$ cat src/rtl/synth_pkg.sv
// Shared definitions for the synth voice blocks: wavetable command byte layout,
// the mid-scale sample value and the wavetable command FSM states.
package synth_pkg;

  localparam int WT_WRITE_BIT     = 0;
  localparam int WT_AUTO_INC_BIT  = 1;
  localparam int WT_INTERP_EN_BIT = 2;
  localparam int WT_CLEAR_BIT     = 3;

  localparam logic [7:0] MIDSCALE = 8'h80;

  typedef enum logic [1:0] {
    CMD_IDLE  = 2'd0,
    CMD_WRITE = 2'd1,
    CMD_CLEAR = 2'd2
  } cmd_state_e;

endpackage

$ cat src/rtl/wavetable_lerp.sv
// Registered linear interpolator between two unsigned 8-bit samples; the
// registered result is forced to mid-scale while the voice is disabled.
module wavetable_lerp
  import synth_pkg::*;
#(
  parameter int FRAC_W = 8
) (
  input  logic              clk,
  input  logic              rst,
  input  logic              enable,
  input  logic [7:0]        s0,
  input  logic [7:0]        s1,
  input  logic [FRAC_W-1:0] frac,
  input  logic              interp_en,
  output logic [7:0]        sample
);

  localparam int PROD_W = FRAC_W + 9;

  logic signed [8:0]        diff;
  logic signed [PROD_W-1:0] prod;
  logic [7:0]               step;
  logic [7:0]               lerp_val;
  logic                     unused_prod;

  // Bits [FRAC_W+7:FRAC_W] of the two's-complement product are floor(p/2^FRAC_W)
  // modulo 256, which is all the 8-bit sum needs since the result stays in range.
  always_comb begin
    diff     = $signed({1'b0, s1}) - $signed({1'b0, s0});
    prod     = PROD_W'(diff) * PROD_W'($signed({1'b0, frac}));
    step     = prod[FRAC_W +: 8];
    lerp_val = interp_en ? (s0 + step) : s0;
  end

  assign unused_prod = ^{prod[FRAC_W-1:0], prod[PROD_W-1:FRAC_W+8]};

  always_ff @(posedge clk) begin
    if (rst) begin
      sample <= MIDSCALE;
    end else if (!enable) begin
      sample <= MIDSCALE;
    end else begin
      sample <= lerp_val;
    end
  end

endmodule

$ cat src/rtl/wavetable_oscillator.sv
// Host-loadable single-cycle wavetable voice: flop table, write/clear command
// FSM with auto-increment pointer, and a two-stage playback pipeline.
module wavetable_oscillator
  import synth_pkg::*;
#(
  parameter int DEPTH_LOG2 = 5,
  parameter int PHASE_W    = 24,
  parameter int FRAC_W     = 8
) (
  input  logic               clk,
  input  logic               rst,
  input  logic               enable,
  input  logic [PHASE_W-1:0] phase_in,
  input  logic [7:0]         wt_idx,
  input  logic [7:0]         wt_data,
  input  logic [7:0]         wt_ctrl,
  input  logic               wt_ctrl_wr,
  output logic [7:0]         wave_out,
  output logic               busy,
  output logic               cmd_dropped
);

  localparam int DEPTH = 1 << DEPTH_LOG2;
  localparam logic [DEPTH_LOG2-1:0] LAST_IDX = DEPTH_LOG2'(DEPTH - 1);
  localparam logic [DEPTH_LOG2-1:0] ONE_IDX  = DEPTH_LOG2'(1);

  logic [7:0]            table_q [DEPTH];
  cmd_state_e            state_q;
  logic [DEPTH_LOG2-1:0] ptr_q;
  logic [DEPTH_LOG2-1:0] wr_addr_q;
  logic [7:0]            wr_data_q;
  logic [DEPTH_LOG2-1:0] clear_cnt_q;
  logic                  interp_en_q;
  logic                  cmd_dropped_q;

  logic [DEPTH_LOG2-1:0] cmd_addr;
  logic                  cmd_clear;
  logic                  cmd_write;

  logic [DEPTH_LOG2-1:0] idx_a;
  logic [DEPTH_LOG2-1:0] idx_b;
  logic [FRAC_W-1:0]     frac;
  logic [7:0]            s0_q;
  logic [7:0]            s1_q;
  logic [FRAC_W-1:0]     frac_q;
  logic                  unused_inputs;

  // CLEAR wins over WRITE when both command bits are set.
  always_comb begin
    cmd_clear = wt_ctrl[WT_CLEAR_BIT];
    cmd_write = wt_ctrl[WT_WRITE_BIT] & ~wt_ctrl[WT_CLEAR_BIT];
    cmd_addr  = wt_ctrl[WT_AUTO_INC_BIT] ? ptr_q : wt_idx[DEPTH_LOG2-1:0];
  end

  always_ff @(posedge clk) begin
    if (rst) begin
      state_q       <= CMD_IDLE;
      ptr_q         <= '0;
      wr_addr_q     <= '0;
      wr_data_q     <= '0;
      clear_cnt_q   <= '0;
      interp_en_q   <= 1'b0;
      cmd_dropped_q <= 1'b0;
    end else begin
      if (wt_ctrl_wr) begin
        interp_en_q <= wt_ctrl[WT_INTERP_EN_BIT];
      end
      if (wt_ctrl_wr && (state_q != CMD_IDLE)) begin
        cmd_dropped_q <= 1'b1;
      end
      case (state_q)
        CMD_IDLE: begin
          if (wt_ctrl_wr && cmd_clear) begin
            state_q     <= CMD_CLEAR;
            clear_cnt_q <= '0;
            ptr_q       <= '0;
          end else if (wt_ctrl_wr && cmd_write) begin
            state_q   <= CMD_WRITE;
            wr_addr_q <= cmd_addr;
            wr_data_q <= wt_data;
            ptr_q     <= cmd_addr + ONE_IDX;
          end
        end
        CMD_WRITE: begin
          state_q <= CMD_IDLE;
        end
        CMD_CLEAR: begin
          clear_cnt_q <= clear_cnt_q + ONE_IDX;
          if (clear_cnt_q == LAST_IDX) begin
            state_q <= CMD_IDLE;
          end
        end
        default: begin
          state_q <= CMD_IDLE;
        end
      endcase
    end
  end

  // Table storage; reset alone restores mid-scale, even in the middle of a CLEAR.
  always_ff @(posedge clk) begin
    if (rst) begin
      for (int i = 0; i < DEPTH; i++) begin
        table_q[i] <= MIDSCALE;
      end
    end else if (state_q == CMD_WRITE) begin
      table_q[wr_addr_q] <= wr_data_q;
    end else if (state_q == CMD_CLEAR) begin
      table_q[clear_cnt_q] <= MIDSCALE;
    end
  end

  assign idx_a = phase_in[PHASE_W-1 -: DEPTH_LOG2];
  assign idx_b = idx_a + ONE_IDX;
  assign frac  = phase_in[PHASE_W-DEPTH_LOG2-1 -: FRAC_W];

  // Fetch stage reads the pre-write table contents on a same-cycle write.
  always_ff @(posedge clk) begin
    if (rst) begin
      s0_q   <= MIDSCALE;
      s1_q   <= MIDSCALE;
      frac_q <= '0;
    end else if (enable) begin
      s0_q   <= table_q[idx_a];
      s1_q   <= table_q[idx_b];
      frac_q <= frac;
    end
  end

  wavetable_lerp #(
    .FRAC_W(FRAC_W)
  ) u_lerp (
    .clk      (clk),
    .rst      (rst),
    .enable   (enable),
    .s0       (s0_q),
    .s1       (s1_q),
    .frac     (frac_q),
    .interp_en(interp_en_q),
    .sample   (wave_out)
  );

  assign busy        = (state_q != CMD_IDLE);
  assign cmd_dropped = cmd_dropped_q;

  assign unused_inputs = ^{phase_in[PHASE_W-DEPTH_LOG2-FRAC_W-1:0],
                           wt_ctrl[7:4], wt_idx[7:DEPTH_LOG2]};

endmodule

$ cat config.mk
export PLATFORM = sky130hd
export DESIGN_NAME = wavetable_oscillator
export DESIGN_NICKNAME = d
export VERILOG_FILES = /design/src/rtl/synth_pkg.sv /design/src/rtl/wavetable_lerp.sv /design/src/rtl/wavetable_oscillator.sv
export SDC_FILE = /design/constraint.sdc
export NUM_CORES = 1
export LEC_CHECK = 0
export ABC_AREA = 1
export CAP_MARGIN = 20
export CORE_MARGIN = 5
export CORE_UTILIZATION = 60
export CTS_BUF_LIST = sky130_fd_sc_hd__clkbuf_4 sky130_fd_sc_hd__clkbuf_8
export CTS_CLUSTER_SIZE = 12
export DETAILED_ROUTE_END_ITERATION = 12
export GPL_TIMING_DRIVEN = 0
export HOLD_SLACK_MARGIN = 0.05
export PLACE_DENSITY = 0.78
export SYNTH_ARGS = -nofsm -noshare
export SYNTH_HDL_FRONTEND = slang
export SYNTH_HIERARCHICAL = 1
export SYNTH_SLANG_ARGS = --single-unit
export TNS_END_PERCENT = 20
$ cat constraint.sdc
create_clock -name clk -period 11.02 [get_ports clk]
set_input_delay 1.653 -clock clk [delete_from_list [all_inputs] [get_ports clk]]
set_output_delay 1.653 -clock clk [all_outputs]
set_load 0.05 [all_outputs]
## Word-level counts from Yosys, hierarchy flattened

Memories as Yosys holds them, arrays and structs flattened. A register that Yosys moved wholly into a read port is not among the register bits.
Cells that the tools add are included.

| operators by class | value |
|---|---|
| $mul | 1 |
| muxes and demuxes | 25 |
| add/sub/neg operators | 5 |
| equal/unequal tests | 6 |
| bitwise gates (word level) | 4 |
| reductions and logical operators | 14 |

Operators by type and width:

| operator | count |
|---|---|
| 2-to-1 mux 5 bit | 6 |
| 2-to-1 mux 8 bit | 3 |
| multiplier 9 x 9 -> 16 bit | 1 |
| OR reduction 8 bit | 2 |
| adder 5 x 1 -> 5 bit (second input constant) | 3 |
| 2-to-1 mux 1 bit | 11 |
| case mux 5 bit (2 select lines) | 1 |
| subtractor 8 x 8 -> 9 bit | 1 |
| adder 8 bit | 1 |
| 2-to-1 mux 2 bit | 3 |
| AND reduction 2 bit | 3 |
| nonzero test 2 bit | 3 |
| == test 5 bit (second input constant) | 1 |
| != test 2 bit (second input constant) | 2 |
| case mux 2 bit (2 select lines) | 1 |
| logical AND 1 bit | 3 |
| != test 3 bit (second input constant) | 1 |
| NOT 1 bit | 3 |
| AND reduction 3 bit | 1 |
| == test 2 x 1 -> 1 bit (second input constant) | 1 |
| == test 2 bit (second input constant) | 1 |
| zero test 2 bit | 1 |
| OR reduction 2 bit | 1 |
| AND 1 bit | 1 |

| storage, ports and cells | value |
|---|---|
| input bits | 52 |
| logic and storage cells | 65 |
| memory bits (writable) | 256 |
| memories kept | 1 |
| register bits | 43 |

Memories:

| name | depth | width | rd ports | clocked after memory_dff | wr ports | line | source |
|---|---|---|---|---|---|---|---|
| table_q | 32 | 8 | 2 | 2 | 32 | wavetable_oscillator.sv:27 | `logic [7:0] table_q [DEPTH];` |

## Longest topological paths before layout

Gate-level depths: netlist of the first run.

| logic depth | value |
|---|---|
| word-level depth | 7 |
| mapped depth | 42 |
| gate-level depth less buffers | 42 |

## Hierarchy

The synthesis of the first run kept the hierarchy.

Modules (own cells, without submodules):

| module | times used | sequential area each (µm²) | cells an instance | area each (µm²) |
|---|---|---|---|---|
| wavetable_oscillator | 1 | 8708.4 | 2203 | 16763.6 |
| wavetable_lerp | 1 | 160.2 | 474 | 3470.8 |

## Worst setup path after synthesis of the first run

Ideal clock, no wire load.

| timing path | value |
|---|---|
| path kind | reg-to-reg |
| from | register s0_q[2] (read register of table_q) |
| to | register u_lerp.sample[6] |
| arrival | 6.119 ns |
| cell stages (with the launch flop) | 36 |
| clock period less this slack | 6.235 ns |
| required time | 10.905 ns |
| setup time | 0.115 ns |
| slack | 4.785 ns |
| cells stage by stage | dfxtp_1 -> inv_1 -> ha_1 -> a21oi_1 -> o21ai_2 -> a21oi_2 -> o21bai_2 -> or2_2 -> nand2_1 -> inv_1 -> nand2_1 -> fa_1 -> fa_1 -> inv_1 -> fa_1 -> inv_1 -> fa_1 -> inv_1 -> ha_1 -> a21oi_1 -> o21ai_0 -> a21o_1 -> a21o_1 -> nand2_1 -> nand2_1 -> nand2_1 -> nand2_1 -> ha_1 -> a21oi_1 -> inv_1 -> a31oi_1 -> o21ai_0 -> a21oi_1 -> xnor2_1 -> o21ai_0 -> inv_1 |

| on the way | value |
|---|---|
| word-level cells in the longest chain between the ends | 4 |

Ends and longest elaborated chain:

| element | line | source |
|---|---|---|
| start: declaration | wavetable_oscillator.sv:43 | `logic [7:0] s0_q;` |
| subtractor 8 x 8 -> 9 bit | wavetable_lerp.sv:29 | `diff = $signed({1'b0, s1}) - $signed({1'b0, s0});` |
| multiplier 9 x 9 -> 16 bit | wavetable_lerp.sv:30 | `prod = PROD_W'(diff) * PROD_W'($signed({1'b0, frac}));` |
| adder 8 bit * | wavetable_lerp.sv:32 | `lerp_val = interp_en ? (s0 + step) : s0;` |
| 2-to-1 mux 8 bit * | wavetable_lerp.sv:32 |  |
| end signal: assignment | wavetable_lerp.sv:43 | `sample <= lerp_val;` |
| end: declaration | wavetable_lerp.sv:15 | `output logic [7:0] sample` |

Every way passes the cells marked *; elsewhere a longest branch is shown, timed or not.
A chain may end at the register's enable or synchronous reset.

## Worst setup path after layout of the first run

| timing path | value |
|---|---|
| from | register s1_q[0] (read register of table_q) |
| to | register u_lerp.sample[7] |

| on the way | value |
|---|---|
| word-level cells in the longest chain between the ends | 4 |

Ends and longest elaborated chain:

| element | line | source |
|---|---|---|
| start: declaration | wavetable_oscillator.sv:44 | `logic [7:0] s1_q;` |
| subtractor 8 x 8 -> 9 bit | wavetable_lerp.sv:29 |  |
| multiplier 9 x 9 -> 16 bit | wavetable_lerp.sv:30 |  |
| adder 8 bit | wavetable_lerp.sv:32 |  |
| 2-to-1 mux 8 bit | wavetable_lerp.sv:32 |  |

Every way passes these cells.

==> impl_results.html, run 1 <==
<table>
<tr><th>Metric</th><th>Value</th></tr>
<tr><th colspan="2">STA</th></tr>
<tr><td>Count of final setup violators</td><td>0</td></tr>
<tr><td>Timing-limited maximum frequency</td><td>about 0.14 GHz</td></tr>
<tr><td>RSZ-0062 raised after global routing</td><td>no</td></tr>
<tr><td>Hold Violations, Final</td><td>0</td></tr>
<tr><td>Tmin final</td><td>between 7 and 8 ns</td></tr>
<tr><td>Setup TNS</td><td>0 ns</td></tr>
<tr><td>Worst rel slew slack</td><td>25.0%</td></tr>
<tr><td>Post-route fraction of the period consumed by the critical path</td><td>64.9%</td></tr>
<tr><td>Setup clock skew after layout</td><td>0.0446 ns</td></tr>
<tr><td>Transition time at the pin with the least slew margin</td><td>1.12 ns</td></tr>
<tr><td>Worst hold slack across all endpoints</td><td>roughly 0.46 ns</td></tr>
<tr><td>Pins Over Slew Limit</td><td>0</td></tr>
<tr><th colspan="2">Global route</th></tr>
<tr><td>Vias in the first global route</td><td>between 15000 and 20000</td></tr>
<tr><td>Global-route congestion overflow total</td><td>0</td></tr>
<tr><td>Wire length of the first global-routing pass</td><td>112000 um</td></tr>
<tr><td>Pin count of the biggest net entering global routing</td><td>15</td></tr>
<tr><td>Antenna violations before repair</td><td>1</td></tr>
<tr><td>Global-route total usage across every layer</td><td>39.9%</td></tr>
<tr><th colspan="2">Min path</th></tr>
<tr><td>Min-Delay Startpoint</td><td>wr_data_q[7]$_SDFFE_PP0P_</td></tr>
<tr><td>Worst min-delay path class</td><td>reg2reg</td></tr>
<tr><td>Min-Delay Path Depth</td><td>2</td></tr>
<tr><th colspan="2">Clock network</th></tr>
<tr><td>Clk buf depth</td><td>3</td></tr>
<tr><td>TritonCTS clock tree</td><td>done</td></tr>
<tr><td>Post CTS Setup Buffer Count</td><td>0</td></tr>
<tr><td>Number of cells upsized or downsized after cts</td><td>0</td></tr>
<tr><td># clock sinks</td><td>about 320</td></tr>
<tr><td>CTS Buf Count</td><td>53</td></tr>
<tr><td>Buffer type at the clock tree root</td><td>sky130_fd_sc_hd__clkbuf_8</td></tr>
<tr><td>Clk Latency, worst-skew pair</td><td>slightly below 0.7 ns</td></tr>
<tr><td>Clock transition at the registers of the reported paths</td><td>about 0.06 ns</td></tr>
<tr><td>Number of hold buffers added after CTS</td><td>0</td></tr>
<tr><td>Max H-tree Level</td><td>2</td></tr>
<tr><th colspan="2">Die</th></tr>
<tr><td>Initial core utilization</td><td>approximately three fifths</td></tr>
<tr><td>Die width</td><td>194 um</td></tr>
<tr><td>Core Rows</td><td>67</td></tr>
<tr><td>Overall die height</td><td>between 150 and 200 um</td></tr>
<tr><td>Core box area</td><td>~33000 um^2</td></tr>
<tr><td>Die area</td><td>37500 um^2</td></tr>
<tr><td>Boundary pin count</td><td>62</td></tr>
<tr><th colspan="2">Power and ir drop</th></tr>
<tr><td>Peak supply drop</td><td>0.190 mV</td></tr>
<tr><td>Leakage power</td><td>between 9 and 10 nW</td></tr>
<tr><td>Power Dens Cells</td><td>around 180 nW/um^2</td></tr>
<tr><td>Overall power after layout</td><td>~3.9 mW</td></tr>
<tr><th colspan="2">Worst setup path</th></tr>
<tr><td>Class of the most critical setup path</td><td>reg2reg</td></tr>
<tr><td>Kind of start point of the critical path</td><td>register</td></tr>
<tr><td>CP max stage cell</td><td>sky130_fd_sc_hd__fa_1</td></tr>
<tr><td>Crit end category</td><td>register</td></tr>
<tr><td>Data required time at the worst endpoint</td><td>about 12 ns</td></tr>
<tr><td>Cell mode on critical path</td><td>sky130_fd_sc_hd__nand2_1</td></tr>
<tr><td>Arrival time at the worst endpoint</td><td>about 7.7 ns</td></tr>
<tr><td>Peak per-stage delay on the critical path</td><td>approximately 0.55 ns</td></tr>
<tr><td>Biggest fanout along the worst timing path</td><td>5</td></tr>
<tr><td>Number of cells on the worst reg-to-reg path</td><td>33</td></tr>
<tr><td>Startpoint of the worst setup timing path</td><td>s1_q[0]$_SDFFE_PP0P_</td></tr>
<tr><td>Launch point of the worst reg-to-reg path</td><td>s1_q[0]$_SDFFE_PP0P_</td></tr>
<tr><th colspan="2">Synthesis</th></tr>
<tr><td>Cell accounting for the most synthesized area</td><td>sky130_fd_sc_hd__edfxtp_1</td></tr>
<tr><td>Leading post-synthesis cells by cell area</td><td>sky130_fd_sc_hd__edfxtp_1, sky130_fd_sc_hd__nand2_1, sky130_fd_sc_hd__nand3_1</td></tr>
<tr><td>Count of synthesis-stage warnings from yosys</td><td>6</td></tr>
<tr><td>Post-Synthesis Net Count</td><td>2833</td></tr>
<tr><td>Area share of the leading cell type in the synthesized netlist</td><td>between 30% and 40%</td></tr>
<tr><td>Average cell area after synthesis</td><td>about 7.6 um^2</td></tr>
<tr><td>Top cells by count, synth</td><td>sky130_fd_sc_hd__nand2_1, sky130_fd_sc_hd__nand3_1, sky130_fd_sc_hd__nor2_1</td></tr>
<tr><td>Flops &amp; latches, synth</td><td>between 300 and 400</td></tr>
<tr><td>Cells after Synth</td><td>roughly 2700</td></tr>
<tr><td>Count of flip-flops with a built-in enable after synthesis</td><td>256</td></tr>
<tr><td>Number of distinct standard cells referenced by the synthesized netlist</td><td>43</td></tr>
<tr><td>Synth Cell Area</td><td>slightly above 20000 um^2</td></tr>
<tr><td>Main flop type after synthesis</td><td>sky130_fd_sc_hd__edfxtp_1</td></tr>
<tr><td>Share of synthesized area occupied by flip-flops and latches</td><td>43.8%</td></tr>
<tr><td>FFs w/ async S/R, synth</td><td>0%</td></tr>
<tr><td>Most instantiated library cell after synthesis</td><td>sky130_fd_sc_hd__nand2_1</td></tr>
<tr><th colspan="2">Finish</th></tr>
<tr><td>Filler cell count in the final layout</td><td>just under 3000</td></tr>
<tr><td>Area added between synthesis and finish</td><td>10.1%</td></tr>
<tr><td>Fraction of layout instances using a drive strength above 1</td><td>roughly 6%</td></tr>
<tr><td>Number of nets in the layout</td><td>2928</td></tr>
<tr><td>Fin util</td><td>between 60% and 70%</td></tr>
<tr><td>Final std cell area, no fill</td><td>around 22000 um^2</td></tr>
<tr><th colspan="2">Detailed routing</th></tr>
<tr><td>Initial detailed-routing violation count</td><td>2861</td></tr>
<tr><td>Routed len/inst</td><td>23.6 um</td></tr>
<tr><td>Via density per instance</td><td>slightly above 6</td></tr>
<tr><td>DRC errors left</td><td>0</td></tr>
<tr><td>Total iterations of the first detailed-routing run</td><td>8</td></tr>
<tr><td>DRT antenna net count</td><td>0</td></tr>
<tr><td>Detailed Route WL</td><td>roughly 77000 um</td></tr>
<tr><td>Total via count after detailed routing</td><td>roughly 20000</td></tr>
<tr><th colspan="2">Placed design</th></tr>
<tr><td>Final weighted congestion in routability-driven placement</td><td>roughly 1.1</td></tr>
<tr><td>Placed Area</td><td>between 20000 and 25000 um^2</td></tr>
<tr><td>Count of input and output buffers</td><td>40</td></tr>
<tr><td>Post-detail-place hpwl</td><td>57700 um</td></tr>
<tr><th colspan="2">Flow run</th></tr>
<tr><td>Total of max-cap violations</td><td>0</td></tr>
<tr><th colspan="2">Outcome</th></tr>
<tr><td>Outcome</td><td>completed</td></tr>
</table>
==> sequential cells by signal (all words and copies together), names as in the netlist, 5 cells and up <==
signal,count
table_q,256
frac_q,8
s0_q,8
s1_q,8
u_lerp/sample,8
wr_data_q,8
clear_cnt_q,5
ptr_q,5
wr_addr_q,5
==> stage by stage <==
step / setup slack, ns / std cells
3_5_place_dp: 4.00 / 3165
2_1_floorplan: 4.79 / 2677
5_1_grt: 3.46 / 3264
3_3_place_gp: 4.08 / 3165
4_1_cts: 3.97 / 3264
6_report: 3.87 / 3266
==> area by class of cell <==
type	count	area [um^2]	share of cell area [%]
tap	448	561	2.52
multi-input combinational	1908	9580	43.0
inverter	302	1140	5.10
antenna	2	5.00	0.0225
sequential	315	8870	39.8
buffer	152	653	2.93
timing repair buffer	40	400	1.80
clock buffer	75	926	4.16
clock inverter	24	146	0.657
==> path summary, 6_finish.rpt <==
kind	slack, ns	to
hold reg to reg	0.46	wr_data_q[7]$_SDFFE_PP0P_
setup reg to reg	3.87	u_lerp/sample[7]$_SDFF_PP1_
setup / recovery	3.87	u_lerp/sample[7]$_SDFF_PP1_
hold / removal	0.46	wr_data_q[7]$_SDFFE_PP0P_
==> critical path, delay by kind of cell (launching register included) <==
kind / cells / cell delay [ns]
buffers and inverters: 4 / 0.34
adders and majority gates: 8 / 3.29
xor gates and xnor gates: 2 / 0.67
DFF: 1 / 0.35
and+or+nand+nor: 13 / 1.31
AOI/OAI and AO/OA: 6 / 1.05
==> routing by layer <==
| layer | global-route usage (%) | part of all wire (%) |
|---|---|---|
| met5 | 2.30 | 0.15 |
| met4 | 24.8 | 7.6 |
| met3 | 11.9 | 15 |
| met2 | 58.5 | 41 |
| met1 | 52.1 | 35 |
==> cell families (layout without fill, tap and decap cells) <==
group	Yosys count	after routing	synth area share (%)
and+or+nand+nor	1605	1605	33.1
other	0	2	0
adders and majority gates	104	104	8.40
DFF	315	315	43.8
buffers and inverters	454	593	8.84
AOI/OAI and AO/OA	178	178	4.97
muxes	1	1	0.0495
xor gates and xnor gates	20	20	0.866
==> where the power goes <==
group          switching, mW  internal (mW)  total, mW
Clock                  0.520          0.566       1.09
Sequential            0.0284           1.33       1.36
Combinational          0.977          0.493       1.47
Total                   1.52           2.39       3.91
==> cells in the final DEF, fill, tap and decap left out, types with 8 or more instances in the layout <==
cell type	count
sky130_fd_sc_hd__nand2_1	826
sky130_fd_sc_hd__nand3_1	422
sky130_fd_sc_hd__nor2_1	320
sky130_fd_sc_hd__inv_1	287
sky130_fd_sc_hd__edfxtp_1	256
sky130_fd_sc_hd__clkbuf_1	91
sky130_fd_sc_hd__o21ai_0	69
sky130_fd_sc_hd__a21oi_1	66
sky130_fd_sc_hd__dfxtp_1	59
sky130_fd_sc_hd__clkbuf_8	58
sky130_fd_sc_hd__fa_1	53
sky130_fd_sc_hd__ha_1	51
sky130_fd_sc_hd__clkdlybuf4s50_1	40
sky130_fd_sc_hd__buf_2	30
sky130_fd_sc_hd__buf_1	23
sky130_fd_sc_hd__clkinv_1	19
sky130_fd_sc_hd__o211ai_1	18
sky130_fd_sc_hd__clkbuf_4	17
sky130_fd_sc_hd__xor2_1	12
sky130_fd_sc_hd__nand2_2	11
sky130_fd_sc_hd__inv_2	8
sky130_fd_sc_hd__xnor2_1	8
Power figures use the tool's default switching activity.
==> run 2: changes to the inputs <==
==> constraint.sdc (replaced) <==
create_clock -name clk -period 7.2 [get_ports clk]
set_input_delay 1.08 -clock clk [delete_from_list [all_inputs] [get_ports clk]]
set_output_delay 1.08 -clock clk [all_outputs]
set_load 0.05 [all_outputs]
==> run 2 against run 1 <==
Against the previous run:
- sequential share of layout area is 0.16 points lower
- core utilization rose by 0.27 points
- critical path depth stayed put
- clock-buffer cell count unchanged
- total power grew 57%
- largest cell class unchanged
- design area grew 0.41%
==> impl_results.html, run 2 (synthesized netlist as in run 1, its figures left out) <==
<table>
<tr><th>Metric</th><th>Value</th></tr>
<tr><th colspan="2">STA</th></tr>
<tr><td>Tmin final</td><td>between 6 and 7 ns</td></tr>
<tr><td>Timing-limited maximum frequency</td><td>between 0.1 and 0.15 GHz</td></tr>
<tr><td>Pins Over Slew Limit</td><td>0</td></tr>
<tr><td>Worst hold slack across all endpoints</td><td>0.467 ns</td></tr>
<tr><td>Setup clock skew after layout</td><td>approximately 0.042 ns</td></tr>
<tr><td>Worst rel slew slack</td><td>26.3%</td></tr>
<tr><td>Count of final setup violators</td><td>0</td></tr>
<tr><td>Hold Violations, Final</td><td>0</td></tr>
<tr><td>Transition time at the pin with the least slew margin</td><td>1.10 ns</td></tr>
<tr><td>Post-route fraction of the period consumed by the critical path</td><td>between 90% and 100%</td></tr>
<tr><th colspan="2">Clock network</th></tr>
<tr><td>Clk Latency, worst-skew pair</td><td>approximately 0.69 ns</td></tr>
<tr><td>Clock transition at the registers of the reported paths</td><td>about 0.06 ns</td></tr>
<tr><td>TritonCTS clock tree</td><td>done</td></tr>
<tr><td>Max H-tree Level</td><td>2</td></tr>
<tr><td>Clk buf depth</td><td>3</td></tr>
<tr><td>Buffer type at the clock tree root</td><td>sky130_fd_sc_hd__clkbuf_8</td></tr>
<tr><td># clock sinks</td><td>between 300 and 400</td></tr>
<tr><td>CTS Buf Count</td><td>between 50 and 60</td></tr>
<tr><th colspan="2">Worst setup path</th></tr>
<tr><td>Arrival time at the worst endpoint</td><td>around 7.4 ns</td></tr>
<tr><td>Crit end category</td><td>register</td></tr>
<tr><td>Kind of start point of the critical path</td><td>register</td></tr>
<tr><td>Data required time at the worst endpoint</td><td>between 7 and 8 ns</td></tr>
<tr><td>CP max stage cell</td><td>sky130_fd_sc_hd__fa_1</td></tr>
<tr><td>Class of the most critical setup path</td><td>reg2reg</td></tr>
<tr><td>Cell mode on critical path</td><td>sky130_fd_sc_hd__nand2_1</td></tr>
<tr><td>Biggest fanout along the worst timing path</td><td>6</td></tr>
<tr><td>Peak per-stage delay on the critical path</td><td>0.56 ns</td></tr>
<tr><th colspan="2">Die</th></tr>
<tr><td>Die width</td><td>between 150 and 200 um</td></tr>
<tr><td>Initial core utilization</td><td>approximately three fifths</td></tr>
<tr><td>Overall die height</td><td>a little under 200 um</td></tr>
<tr><td>Boundary pin count</td><td>62</td></tr>
<tr><td>Core Rows</td><td>67</td></tr>
<tr><td>Core box area</td><td>~33000 um^2</td></tr>
<tr><td>Die area</td><td>about 37000 um^2</td></tr>
<tr><th colspan="2">Finish</th></tr>
<tr><td>Largest register FFs</td><td>roughly 260</td></tr>
<tr><td>Register containing the most flip-flops in the final layout</td><td>table_q</td></tr>
<tr><td>Number of nets in the layout</td><td>2931</td></tr>
<tr><td>Antenna diodes</td><td>0</td></tr>
<tr><td>Fraction of layout instances using a drive strength above 1</td><td>6.60%</td></tr>
<tr><td>Most frequent standard cell in the layout excluding fill and tap cells</td><td>sky130_fd_sc_hd__nand2_1</td></tr>
<tr><td>Leading cell types in the layout, fill and taps excluded</td><td>sky130_fd_sc_hd__nand2_1, sky130_fd_sc_hd__nand3_1, sky130_fd_sc_hd__nor2_1, sky130_fd_sc_hd__inv_1, sky130_fd_sc_hd__edfxtp_1</td></tr>
<tr><td>Area added between synthesis and finish</td><td>10.5%</td></tr>
<tr><td>Fin util</td><td>about 67%</td></tr>
<tr><th colspan="2">Global route</th></tr>
<tr><td>Pin count of the biggest net entering global routing</td><td>15</td></tr>
<tr><td>Antenna violations before repair</td><td>1</td></tr>
<tr><td>Global-route congestion overflow total</td><td>0</td></tr>
<tr><td>Global-route met3 utilization</td><td>11.9%</td></tr>
<tr><td>Met2 Resource Use GR</td><td>about three fifths</td></tr>
<tr><td>Global-route total usage across every layer</td><td>between 30 and 40%</td></tr>
<tr><td>Met1 global-route usage</td><td>between 50 and 60%</td></tr>
<tr><td>Wire length of the first global-routing pass</td><td>112000 um</td></tr>
<tr><td>Vias in the first global route</td><td>~19000</td></tr>
<tr><td>Layer with the highest usage after global routing</td><td>met2</td></tr>
<tr><th colspan="2">Detailed routing</th></tr>
<tr><td>Detailed Route WL</td><td>slightly below 80000 um</td></tr>
<tr><td>DRC errors left</td><td>0</td></tr>
<tr><td>Via density per instance</td><td>approximately 6.1</td></tr>
<tr><td>Total via count after detailed routing</td><td>about 20000</td></tr>
<tr><td>Initial detailed-routing violation count</td><td>roughly 3000</td></tr>
<tr><td>DRT antenna net count</td><td>0</td></tr>
<tr><td>Total iterations of the first detailed-routing run</td><td>9</td></tr>
<tr><td>Routed len/inst</td><td>23.7 um</td></tr>
<tr><th colspan="2">Placed design</th></tr>
<tr><td>Final weighted congestion in routability-driven placement</td><td>between 1 and 1.5</td></tr>
<tr><td>Count of input and output buffers</td><td>40</td></tr>
<tr><td>Post-detail-place hpwl</td><td>roughly 58000 um</td></tr>
<tr><th colspan="2">Power and ir drop</th></tr>
<tr><td>Power Dens Cells</td><td>between 200 and 300 nW/um^2</td></tr>
<tr><td>Peak supply drop</td><td>0.326 mV</td></tr>
<tr><td>Leakage power</td><td>9.74 nW</td></tr>
<tr><td>Overall power after layout</td><td>6.13 mW</td></tr>
<tr><th colspan="2">Min path</th></tr>
<tr><td>Worst min-delay path class</td><td>reg2reg</td></tr>
<tr><th colspan="2">Flow run</th></tr>
<tr><td>Total of max-cap violations</td><td>0</td></tr>
<tr><th colspan="2">Outcome</th></tr>
<tr><td>Outcome</td><td>completed</td></tr>
</table>
run 2: worst max-delay path, delay by kind of cell, from the launching register on:
| kind | cells | cell delay (ns) |
|---|---|---|
| XOR/XNOR | 1 | 0.17 |
| buffers and inverters | 4 | 0.26 |
| AND/OR/NAND/NOR | 15 | 1.52 |
| flip-flops | 1 | 0.37 |
| adder cells (fa/ha/maj) | 8 | 3.43 |
| AO/OA/AOI/OAI | 5 | 0.94 |
run 2: final cells by class:
type                    instances  area [um^2]
fillers                      2882        11100
multi-input cells            1908         9650
inverters                     302         1140
plain buffers                 152          653
flip-flops and latches        315         8870
repair buffers                 43          423
clock buffers                  75          926
well taps                     448          561
clock inverters                24          146
run 2: worst paths after layout:
path / startpoint / end / slack, ns / depth (start not counted)
setup / recovery: s0_q[0]$_SDFFE_PP0P_ / u_lerp/sample[7]$_SDFF_PP1_ / 0.35 / 33
setup reg to reg: s0_q[0]$_SDFFE_PP0P_ / u_lerp/sample[7]$_SDFF_PP1_ / 0.35 / 33
hold reg to reg: wr_data_q[7]$_SDFFE_PP0P_ / wr_data_q[7]$_SDFFE_PP0P_ / 0.47 / 2
hold / removal: wr_data_q[7]$_SDFFE_PP0P_ / wr_data_q[7]$_SDFFE_PP0P_ / 0.47 / 2
run 2: timing repair:
item / in CTS / in global routing
buffers inserted: 0 / 3
setup endpoints to repair: 0 / 3
gates resized for setup: 0 / 18
hold buffers: 0 / 0
hold endpoints to repair: 0 / 0
run 2: layer usage:
| metal | part of all wire [%] | up-vias | routed length (um) |
|---|---|---|---|
| li1 | - | 8820 | - |
| met1 | 36 | 9163 | 27700 |
| met2 | 42 | 1518 | 32400 |
| met3 | 15 | 338 | 11600 |
| met4 | 7.2 | 2 | 5600 |
| met5 | 0.15 | - | 117 |
run 2: stage by stage:
stage	setup TNS [ns]	std cells	area, um^2	setup WS, ns
3_5_place_dp	0	3165	21200	0.177
5_1_grt	-0.0242	3267	22400	-0.0242
3_3_place_gp	0	3165	21200	0.264
2_1_floorplan	0	2677	20200	0.965
4_1_cts	0	3264	22300	0.152
6_report	0	3267	22400	0.355
run 2: power by group:
group | internal (mW) | switching [mW]
clock network | 0.867 | 0.795
registers | 2.04 | 0.0436
logic | 0.834 | 1.56
==> run 3: changes to the inputs <==
--- a/config.mk
+++ b/config.mk
@@ -8,13 +8,13 @@
 export ABC_AREA = 1
 export CAP_MARGIN = 20
 export CORE_MARGIN = 5
-export CORE_UTILIZATION = 60
+export CORE_UTILIZATION = 25
 export CTS_BUF_LIST = sky130_fd_sc_hd__clkbuf_4 sky130_fd_sc_hd__clkbuf_8
 export CTS_CLUSTER_SIZE = 12
 export DETAILED_ROUTE_END_ITERATION = 12
 export GPL_TIMING_DRIVEN = 0
 export HOLD_SLACK_MARGIN = 0.05
-export PLACE_DENSITY = 0.78
+export SETUP_SLACK_MARGIN = 0.5
 export SYNTH_ARGS = -nofsm -noshare
 export SYNTH_HDL_FRONTEND = slang
 export SYNTH_HIERARCHICAL = 1
==> run 3 against run 2 <==
Against the previous run:
- clock skew decreased by 0.0080 ns
- critical endpoint is now u_lerp/sample[6]$_SDFF_PP0_
- critical path depth rose by 1
- highest routed layer is now met4
- sequential power hardly changed
- largest cell class unchanged
- via count decreased by 2.4%
- register-to-register slack gained 0.35 ns
- largest power group unchanged
- non-clock buffer count rose by 19
- sequential share of layout area decreased by 2.2 points
- clock power rose by 17%
- design area rose by 6.1%
- die area up 130%
- core utilization down 37 points
- combinational power is 15% higher
==> impl_results.html, run 3 (synthesized netlist as in run 1, its figures left out) <==
<table>
<tr><th>Metric</th><th>Value</th></tr>
<tr><th colspan="2">Worst setup path</th></tr>
<tr><td>Crit end category</td><td>register</td></tr>
<tr><td>Peak per-stage delay on the critical path</td><td>between 0.5 and 0.6 ns</td></tr>
<tr><td>Class of the most critical setup path</td><td>reg2reg</td></tr>
<tr><td>Kind of start point of the critical path</td><td>register</td></tr>
<tr><td>Arrival time at the worst endpoint</td><td>around 7 ns</td></tr>
<tr><td>CP max stage cell</td><td>sky130_fd_sc_hd__fa_2</td></tr>
<tr><td>Worst path top cell family by delay</td><td>adder cells</td></tr>
<tr><td>Biggest fanout along the worst timing path</td><td>5</td></tr>
<tr><td>Launch point of the worst reg-to-reg path</td><td>s1_q[0]$_SDFFE_PP0P_</td></tr>
<tr><td>Data required time at the worst endpoint</td><td>a little under 8 ns</td></tr>
<tr><td>Count of buffer and inverter cells on the critical path</td><td>8</td></tr>
<tr><td>Startpoint of the worst setup timing path</td><td>s1_q[0]$_SDFFE_PP0P_</td></tr>
<tr><th colspan="2">Global route</th></tr>
<tr><td>Antenna violations before repair</td><td>3</td></tr>
<tr><td>Met1 global-route usage</td><td>between 20 and 25%</td></tr>
<tr><td>Global-route met3 utilization</td><td>3.18%</td></tr>
<tr><td>Global-route total usage across every layer</td><td>18.3%</td></tr>
<tr><td>Layer with the highest usage after global routing</td><td>met2</td></tr>
<tr><td>Global-route congestion overflow total</td><td>0</td></tr>
<tr><td>Vias in the first global route</td><td>18100</td></tr>
<tr><td>Met2 Resource Use GR</td><td>around 28%</td></tr>
<tr><td>Pin count of the biggest net entering global routing</td><td>15</td></tr>
<tr><td>Wire length of the first global-routing pass</td><td>about 120000 um</td></tr>
<tr><th colspan="2">Die</th></tr>
<tr><td>Overall die height</td><td>just under 300 um</td></tr>
<tr><td>Die area</td><td>between 80000 and 90000 um^2</td></tr>
<tr><td>Die width</td><td>294 um</td></tr>
<tr><td>Core box area</td><td>between 80000 and 90000 um^2</td></tr>
<tr><td>Boundary pin count</td><td>62</td></tr>
<tr><td>Initial core utilization</td><td>25.2%</td></tr>
<tr><td>Core Rows</td><td>~100</td></tr>
<tr><th colspan="2">Detailed routing</th></tr>
<tr><td>Via density per instance</td><td>slightly below 5</td></tr>
<tr><td>Total via count after detailed routing</td><td>about 19000</td></tr>
<tr><td>Total iterations of the first detailed-routing run</td><td>6</td></tr>
<tr><td>DRC errors left</td><td>0</td></tr>
<tr><td>DRT antenna net count</td><td>0</td></tr>
<tr><td>Initial detailed-routing violation count</td><td>about 2400</td></tr>
<tr><td>Detailed Route WL</td><td>82000 um</td></tr>
<tr><td>Routed len/inst</td><td>about 21 um</td></tr>
<tr><th colspan="2">STA</th></tr>
<tr><td>Count of final setup violators</td><td>0</td></tr>
<tr><td>Pins Over Slew Limit</td><td>0</td></tr>
<tr><td>Hold Violations, Final</td><td>0</td></tr>
<tr><td>RSZ-0062 raised after global routing</td><td>yes</td></tr>
<tr><td>Post-route fraction of the period consumed by the critical path</td><td>approximately nine tenths</td></tr>
<tr><td>Setup clock skew after layout</td><td>between 0.03 and 0.04 ns</td></tr>
<tr><td>Setup TNS</td><td>0 ns</td></tr>
<tr><td>Tmin final</td><td>between 6 and 7 ns</td></tr>
<tr><td>Worst rel slew slack</td><td>between 30% and 40%</td></tr>
<tr><td>Transition time at the pin with the least slew margin</td><td>roughly 1.0 ns</td></tr>
<tr><td>Timing-limited maximum frequency</td><td>between 0.15 and 0.2 GHz</td></tr>
<tr><th colspan="2">Clock network</th></tr>
<tr><td>Clk buf depth</td><td>3</td></tr>
<tr><td>Max H-tree Level</td><td>2</td></tr>
<tr><td>TritonCTS clock tree</td><td>done</td></tr>
<tr><td># clock sinks</td><td>roughly 320</td></tr>
<tr><td>Number of hold buffers added after CTS</td><td>0</td></tr>
<tr><td>Buffer type at the clock tree root</td><td>sky130_fd_sc_hd__clkbuf_8</td></tr>
<tr><td>Clock transition at the registers of the reported paths</td><td>0.06 ns</td></tr>
<tr><td>Clk Latency, worst-skew pair</td><td>roughly 0.7 ns</td></tr>
<tr><td>CTS Buf Count</td><td>53</td></tr>
<tr><th colspan="2">Power and ir drop</th></tr>
<tr><td>Internal power consumption</td><td>about 4.2 mW</td></tr>
<tr><td>Share of power burned in combinational logic</td><td>around two fifths</td></tr>
<tr><td>Leakage power</td><td>between 9 and 10 nW</td></tr>
<tr><td>Clock network power share</td><td>28.6%</td></tr>
<tr><td>Switching share of power</td><td>38.2%</td></tr>
<tr><td>Sequential cell fraction of total power</td><td>a little under a third</td></tr>
<tr><td>Power Dens Cells</td><td>approximately 290 nW/um^2</td></tr>
<tr><td>Peak supply drop</td><td>0.228 mV</td></tr>
<tr><td>Switching Power</td><td>2.58 mW</td></tr>
<tr><th colspan="2">Finish</th></tr>
<tr><td>Final std cell area, no fill</td><td>between 20000 and 25000 um^2</td></tr>
<tr><td>Fraction of layout instances using a drive strength above 1</td><td>~9.0%</td></tr>
<tr><td>Largest register FFs</td><td>~260</td></tr>
<tr><td>Most frequent standard cell in the layout excluding fill and tap cells</td><td>sky130_fd_sc_hd__nand2_1</td></tr>
<tr><td>Number of nets in the layout</td><td>~3000</td></tr>
<tr><td>Register containing the most flip-flops in the final layout</td><td>table_q</td></tr>
<tr><td>Leading cell types in the layout, fill and taps excluded</td><td>sky130_fd_sc_hd__nand2_1, sky130_fd_sc_hd__nand3_1, sky130_fd_sc_hd__nor2_1, sky130_fd_sc_hd__inv_1, sky130_fd_sc_hd__edfxtp_1</td></tr>
<tr><td>Filler cell count in the final layout</td><td>8670</td></tr>
<tr><td>Area added between synthesis and finish</td><td>17.3%</td></tr>
<tr><th colspan="2">Placed design</th></tr>
<tr><td>Final weighted congestion in routability-driven placement</td><td>about 1</td></tr>
<tr><td>Placed Area</td><td>~22000 um^2</td></tr>
<tr><td>Count of input and output buffers</td><td>40</td></tr>
<tr><td>Post-detail-place hpwl</td><td>between 60000 and 70000 um</td></tr>
<tr><th colspan="2">Flow run</th></tr>
<tr><td>Total of max-cap violations</td><td>0</td></tr>
<tr><th colspan="2">Min path</th></tr>
<tr><td>Worst min-delay path class</td><td>reg2reg</td></tr>
<tr><td>Min-Delay Startpoint</td><td>wr_addr_q[3]$_SDFFE_PP0P_</td></tr>
<tr><th colspan="2">Outcome</th></tr>
<tr><td>Outcome</td><td>completed</td></tr>
</table>
## run 3: cell type report
cell class                      instances  area, um^2  share of cell area, %
Antenna cell                            1        2.50                 0.0105
Buffer                                152         653                   2.75
Clock buffer                           60         795                   3.35
Clock inverter                         40         447                   1.88
Inverter                              302        1140                   4.81
Multi-Input combinational cell       1908        9920                   41.8
Sequential cell                       315        8880                   37.4
Tap cell                             1060        1330                   5.59
Timing Repair Buffer                   62         566                   2.38
## run 3: worst reg2reg max path: cells and delay by family, from the launching register on
kind            cells  cell delay (ns)
buf+inv             8             0.61
xor+xnor            2             0.22
flops               1             0.32
simple gates        6             0.42
compound gates     10             1.62
fa+ha+maj           8             3.20
## run 3: timing repair
action	4_1_cts	5_1_grt
pin swaps	8	44
resized for setup	23	63
setup buffers	4	18
endpoints found under the setup margin	5	4
## run 3: worst paths after layout
path | end | slack (ns) | cells after the start
setup / recovery | u_lerp/sample[6]$_SDFF_PP0_ | 0.71 | 34
hold / removal | wr_addr_q[3]$_SDFFE_PP0P_ | 0.46 | 2
hold reg to reg | wr_addr_q[3]$_SDFFE_PP0P_ | 0.46 | 2
setup reg to reg | u_lerp/sample[6]$_SDFF_PP0_ | 0.71 | 34
## run 3: routing by layer
metal	routed length [um]	part of all wire, %
met5	0	0
met4	4800	5.9
met3	8620	11
met2	36000	44
met1	32600	40
## run 3: power groups by stage
stage	sequential, mW	combinational [mW]	clock, mW
floorplan	2.13	1.56	0
global placement	2.12	2.18	0
detailed placement	2.12	2.20	0
CTS	2.08	2.37	1.95
global route	2.09	3.03	2.03
finish	2.08	2.75	1.94
## run 3: through the flow
step           hold WS (ns)  util [%]  total power, mW  instances  setup WS, ns
4_1_cts               0.458      29.0             6.40       3881         0.555
3_3_place_gp          0.441      27.3             4.29       3777         0.121
5_1_grt               0.482      29.5             7.16       3900         0.383
6_report              0.455      29.5             6.76       3900         0.708
3_5_place_dp          0.449      27.3             4.32       3777        0.0236
2_1_floorplan         0.427         -             3.68       2677         0.965
